**config.mk**
```make
export PLATFORM = sky130hd
export DESIGN_NAME = mc_control_fsm
export DESIGN_NICKNAME = d
export VERILOG_FILES = /design/src/rtl/mc_control_fsm.sv
export SDC_FILE = /design/constraint.sdc
export NUM_CORES = 1
export LEC_CHECK = 0
export CAP_MARGIN = 20
export CELL_PAD_IN_SITES_DETAIL_PLACEMENT = 1
export CELL_PAD_IN_SITES_GLOBAL_PLACEMENT = 2
export CORE_ASPECT_RATIO = 1.1
export CORE_MARGIN = 10
export CORE_UTILIZATION = 28
export CTS_BUF_LIST = sky130_fd_sc_hd__clkbuf_4 sky130_fd_sc_hd__clkbuf_8
export DETAILED_ROUTE_END_ITERATION = 8
export GPL_ROUTABILITY_DRIVEN = 0
export PLACE_DENSITY = 0.92
export SLEW_MARGIN = 30
export SYNTH_ARGS = -nofsm -noshare
export SYNTH_HDL_FRONTEND = slang
export SYNTH_SLANG_ARGS = --single-unit
```
**constraint.sdc**
```tcl
create_clock -name i_clk -period 2.5 [get_ports i_clk]
set_input_delay 0.5 -clock i_clk [delete_from_list [all_inputs] [get_ports i_clk]]
set_output_delay 0.5 -clock i_clk [all_outputs]
set_load 0.03 [all_outputs]
```
**src/rtl/mc_control_fsm.sv**
```systemverilog
// Main control FSM for the multi-cycle MIPS datapath: sequences each instruction
// through fetch/decode/execute/memory/writeback and drives every datapath control.
module mc_control_fsm #(
    parameter bit TRAP_ON_ILLEGAL = 1'b0
) (
    input  logic       i_clk,
    input  logic       i_rst,
    input  logic [5:0] i_opcode,
    input  logic       i_zero,
    output logic       o_pc_en,
    output logic       o_iord,
    output logic       o_mem_write,
    output logic       o_ir_write,
    output logic       o_reg_write,
    output logic       o_reg_dst,
    output logic       o_mem_to_reg,
    output logic       o_alu_src_a,
    output logic [1:0] o_alu_src_b,
    output logic [1:0] o_alu_op,
    output logic [1:0] o_pc_src,
    output logic       o_instr_done,
    output logic       o_illegal_op,
    output logic       o_halted,
    output logic [3:0] o_state
);

    typedef enum logic [3:0] {
        S_FETCH  = 4'd0,
        S_DECODE = 4'd1,
        S_MEMADR = 4'd2,
        S_MEMRD  = 4'd3,
        S_MEMWB  = 4'd4,
        S_MEMWR  = 4'd5,
        S_EXEC   = 4'd6,
        S_ALUWB  = 4'd7,
        S_BRANCH = 4'd8,
        S_ADDIEX = 4'd9,
        S_ADDIWB = 4'd10,
        S_JUMP   = 4'd11,
        S_HALT   = 4'd12
    } state_t;

    localparam logic [5:0] OP_RTYPE = 6'b000000;
    localparam logic [5:0] OP_LW    = 6'b100011;
    localparam logic [5:0] OP_SW    = 6'b101011;
    localparam logic [5:0] OP_BEQ   = 6'b000100;
    localparam logic [5:0] OP_ADDI  = 6'b001000;
    localparam logic [5:0] OP_J     = 6'b000010;

    // branch marks BRANCH, where pc_en comes from the live zero flag instead.
    typedef struct packed {
        logic       pc_en;
        logic       iord;
        logic       mem_write;
        logic       ir_write;
        logic       reg_write;
        logic       reg_dst;
        logic       mem_to_reg;
        logic       alu_src_a;
        logic [1:0] alu_src_b;
        logic [1:0] alu_op;
        logic [1:0] pc_src;
        logic       instr_done;
        logic       halted;
        logic       branch;
    } ctrl_t;

    function automatic ctrl_t ctrl_for(input state_t s);
        ctrl_t c;
        c = '0;
        case (s)
            S_FETCH:  begin c.ir_write = 1'b1; c.pc_en = 1'b1; c.alu_src_b = 2'b01; end
            S_DECODE: c.alu_src_b = 2'b11;
            S_MEMADR: begin c.alu_src_a = 1'b1; c.alu_src_b = 2'b10; end
            S_MEMRD:  c.iord = 1'b1;
            S_MEMWB:  begin c.reg_write = 1'b1; c.mem_to_reg = 1'b1; c.instr_done = 1'b1; end
            S_MEMWR:  begin c.iord = 1'b1; c.mem_write = 1'b1; c.instr_done = 1'b1; end
            S_EXEC:   begin c.alu_src_a = 1'b1; c.alu_op = 2'b10; end
            S_ALUWB:  begin c.reg_write = 1'b1; c.reg_dst = 1'b1; c.instr_done = 1'b1; end
            S_BRANCH: begin
                c.alu_src_a = 1'b1; c.alu_op = 2'b01; c.pc_src = 2'b01;
                c.branch = 1'b1; c.instr_done = 1'b1;
            end
            S_ADDIEX: begin c.alu_src_a = 1'b1; c.alu_src_b = 2'b10; end
            S_ADDIWB: begin c.reg_write = 1'b1; c.instr_done = 1'b1; end
            S_JUMP:   begin c.pc_src = 2'b10; c.pc_en = 1'b1; c.instr_done = 1'b1; end
            S_HALT:   c.halted = 1'b1;
            default:  c = '0;
        endcase
        return c;
    endfunction

    state_t r_state;
    ctrl_t  r_ctrl;
    state_t w_next;
    logic   w_illegal;

    always_comb begin
        w_next    = S_FETCH;
        w_illegal = 1'b0;
        case (r_state)
            S_FETCH:  w_next = S_DECODE;
            S_DECODE: begin
                case (i_opcode)
                    OP_RTYPE:    w_next = S_EXEC;
                    OP_LW, OP_SW: w_next = S_MEMADR;
                    OP_BEQ:      w_next = S_BRANCH;
                    OP_ADDI:     w_next = S_ADDIEX;
                    OP_J:        w_next = S_JUMP;
                    default: begin
                        w_illegal = 1'b1;
                        w_next    = TRAP_ON_ILLEGAL ? S_HALT : S_FETCH;
                    end
                endcase
            end
            S_MEMADR: w_next = (i_opcode == OP_SW) ? S_MEMWR : S_MEMRD;
            S_MEMRD:  w_next = S_MEMWB;
            S_EXEC:   w_next = S_ALUWB;
            S_ADDIEX: w_next = S_ADDIWB;
            S_HALT:   w_next = S_HALT;
            default:  w_next = S_FETCH;
        endcase
    end

    // Outputs are registered alongside the state, computed from the state being entered.
    always_ff @(posedge i_clk) begin
        if (i_rst) begin
            r_state <= S_FETCH;
            r_ctrl  <= ctrl_for(S_FETCH);
        end else begin
            r_state <= w_next;
            r_ctrl  <= ctrl_for(w_next);
        end
    end

    assign o_pc_en      = r_ctrl.pc_en | (r_ctrl.branch & i_zero);
    assign o_iord       = r_ctrl.iord;
    assign o_mem_write  = r_ctrl.mem_write;
    assign o_ir_write   = r_ctrl.ir_write;
    assign o_reg_write  = r_ctrl.reg_write;
    assign o_reg_dst    = r_ctrl.reg_dst;
    assign o_mem_to_reg = r_ctrl.mem_to_reg;
    assign o_alu_src_a  = r_ctrl.alu_src_a;
    assign o_alu_src_b  = r_ctrl.alu_src_b;
    assign o_alu_op     = r_ctrl.alu_op;
    assign o_pc_src     = r_ctrl.pc_src;
    assign o_instr_done = r_ctrl.instr_done;
    assign o_halted     = r_ctrl.halted;
    assign o_illegal_op = w_illegal;
    assign o_state      = r_state;

endmodule

```
==> impl_metrics.py <==
metrics = {
    "logic_synthesis": {
        "synth.avg_cell_area_um2": 8.67,
        "synth_area_leaders": "dfxtp_1 43%, buf_4 5.0%, nor2_1 5.0%, nand2_1 3.8%, and3_1 3.5%",
        "yosysUniqueCellTypes": 34,
        "ys_warn_count": 0,
        "yosysTopAreaCell": "dfxtp_1",
        "synth.cell_area_um2": 893,
        "ys_seq_area_share_pct": 42.6,
        "netlist.area_leader.share_pct": 42.6,
        "ys.flop_type": "dfxtp_1",
        "yosysMostFrequentCell": "dfxtp_1",
        "postSynthCellCount": 103,
        "synthTopCellsByCount": "19 x dfxtp_1, 12 x nor2_1, 9 x nand2_1",
        "synth.ff_latch_count": 19,
        "synth_fp_nets": 112,
        "synth_edf_count": 0,
        "synth-async-reset-ratio_pct": 0,
    },
    "timing": {
        "max_freq_mhz": 423,
        "final_hold_viol_count": 0,
        "fin_crit_sh_pct": 94.5,
        "fin_setup_tns_ps": 0,
        "worstMarginPinSlew_ps": 462,
        "slew_headroom_pct": 69.1,
        "setup_viol_count_final": 0,
        "min_period_ps": 2360,
        "clock_skew_ps": 8.49,
        "final_max_slew_viol_count": 0,
        "fin_ws_ps": 138,
        "rsz0062_at_grt": "false",
    },
    "setup_path": {
        "timing.rr.start": "o_state[2]",
        "rrSetupSlack_ps": 730,
        "crit_path_start_kind": "primary input",
        "crit_end": "o_illegal_op",
        "startpoint": "i_opcode[5]",
        "worst_r2r_endpoint": "o_instr_done",
        "setup.worst_path.end_class": "output port",
        "crit_required_ps": 2000,
        "cp_data_arrival_time_ps": 1860,
        "path_max_fanout": 3,
        "ff2ff_path_depth": 5,
        "crit_type": "in -> out",
    },
    "placed_design": {
        "port_buffers": 29,
        "dpl.cell_count": 165,
        "hpwl_mm": 2.11,
        "placed_area_um2": 1230,
        "pre_cts_ws_ps": -398,
    },
    "drt": {
        "routed_wl_mm": 2.54,
        "drc": 0,
        "drt_iter0_drc": 20,
        "dr.pass1.iters": 4,
        "num_vias": 850,
        "wl_per_cell_um": 15.0,
        "vias_per_cell": 5.03,
        "postRouteAntennaNets": 0,
    },
    "cells_and_area": {
        "fin_nets": 145,
        "area_delta_synth_final_pct": 41.3,
        "n_antenna_cell": 0,
        "stdcell_area_um2": 1260,
        "finalNonFillerCells": 169,
        "drive_above_1_share_pct": 17.8,
        "largest_reg_flops": 4,
    },
    "run": {
        "maxCapViolCount": 0,
    },
    "power_and_ir_drop": {
        "seq_power_share_pct": 52.7,
        "p_switching_uw": 176,
        "powerDensity_nw_per_um2": 476,
        "leakagePower_nw": 0.497,
        "clock_power_share_pct": 26.3,
        "p_int_uw": 424,
        "ir_drop_mv": 0.301,
        "pwr-share-comb_pct": 21.0,
        "p_sw_share_pct": 29.3,
    },
    "global_routing": {
        "gr-total-overflow": 0,
        "grt_max_degree": 12,
        "grt_first_pass_wirelength_mm": 4.20,
        "grt_antenna_before_repair": 0,
        "grt_usage_pct": 8.93,
        "grt_pass1_vias": 920,
    },
    "hold_path": {
        "min_path_type": "reg -> reg",
    },
    "floorplanning": {
        "die_x_um": 73.9,
        "core_um2": 3050,
        "die-height_um": 79.2,
        "die_area_um2": 5850,
        "pin_count": 30,
        "start_util_pct": 29.3,
        "rows": 21,
    },
    "clock_network": {
        "cts-root-buf": "clkbuf_4",
        "hold_buffers": 0,
        "clk_path_buf_depth": 2,
        "clock-sinks": 19,
        "clkSlewWorstSetupHoldPaths_ps": 110,
        "cts_max_level": 1,
        "cts_tree": "done",
        "cts_made_buffers": 3,
        "post_cts_buffers": 0,
        "post_cts_resized": 6,
        "clk_latency_ps": 310,
    },
    "run_status": {
        "status": "complete, no violations",
    },
}
cells by family after synthesis:
group / Yosys count / synth area share, %
and+or+nand+nor: 50 / 28.4
AOI/OAI and AO/OA: 19 / 18.3
DFF: 19 / 42.6
buffers and inverters: 12 / 7.70
xor gates and xnor gates: 3 / 2.94
worst max-delay path: stages:
cell and delay [ps]:
clkdlybuf4s50_1 430, nor4_1 360, o21ai_0 160, nand2_1 80, nor2_1 40, clkdlybuf4s15_2 290
final cells by class:
type	count	area [um^2]
clock inverters	1	5.00
multi-input cells	72	452
well taps	34	42.5
clock buffers	3	22.5
inverters	3	11.3
flip-flops and latches	19	380
fillers	358	1790
repair buffers	37	349
through the flow:
step	util [%]	power (mW)	hold slack [ps]
finish	41.4	0.600	659
global placement	40.3	0.447	622
global route	41.4	0.633	721
floorplan	-	0.395	571
CTS	41.4	0.604	657
detailed placement	40.3	0.451	637
per-layer routing:
layer	routed length [um]	track usage [%]
met4	59	5.04
met2	1270	16.2
met3	187	2.49
met1	1030	8.71
met5	0	0
cell usage in the layout (no fill, tap or decap), types with 4 or more instances in the layout:
| cell | netlist | final |
|---|---|---|
| clkdlybuf4s50_1 | 0 | 26 |
| dfxtp_1 | 19 | 19 |
| nor2_1 | 12 | 12 |
| nand2_1 | 9 | 9 |
| buf_4 | 6 | 8 |
| nand3_1 | 6 | 6 |
| and3_1 | 5 | 5 |
| a21oi_1 | 4 | 4 |
| nor3_1 | 4 | 4 |
power by group through the flow:
stage	Combinational (mW)	Clock [mW]	Sequential, mW
final	0.126	0.158	0.316
after global routing	0.136	0.179	0.318
after CTS	0.128	0.160	0.316
after detailed placement	0.128	0	0.323
after global placement	0.124	0	0.323
after floorplan	0.0631	0	0.332
worst min-delay path by stage:
stage,startpoint,endpoint,cells after the start
final,o_state[2],o_reg_write,2
after global routing,o_state[2],o_reg_write,2
after CTS,o_state[2],o_reg_write,2
after detailed placement,o_state[2],o_reg_write,2
after global placement,o_state[2],o_reg_write,2
after floorplan,i_rst,o_state[3],1
Power figures use the tool's default switching activity.
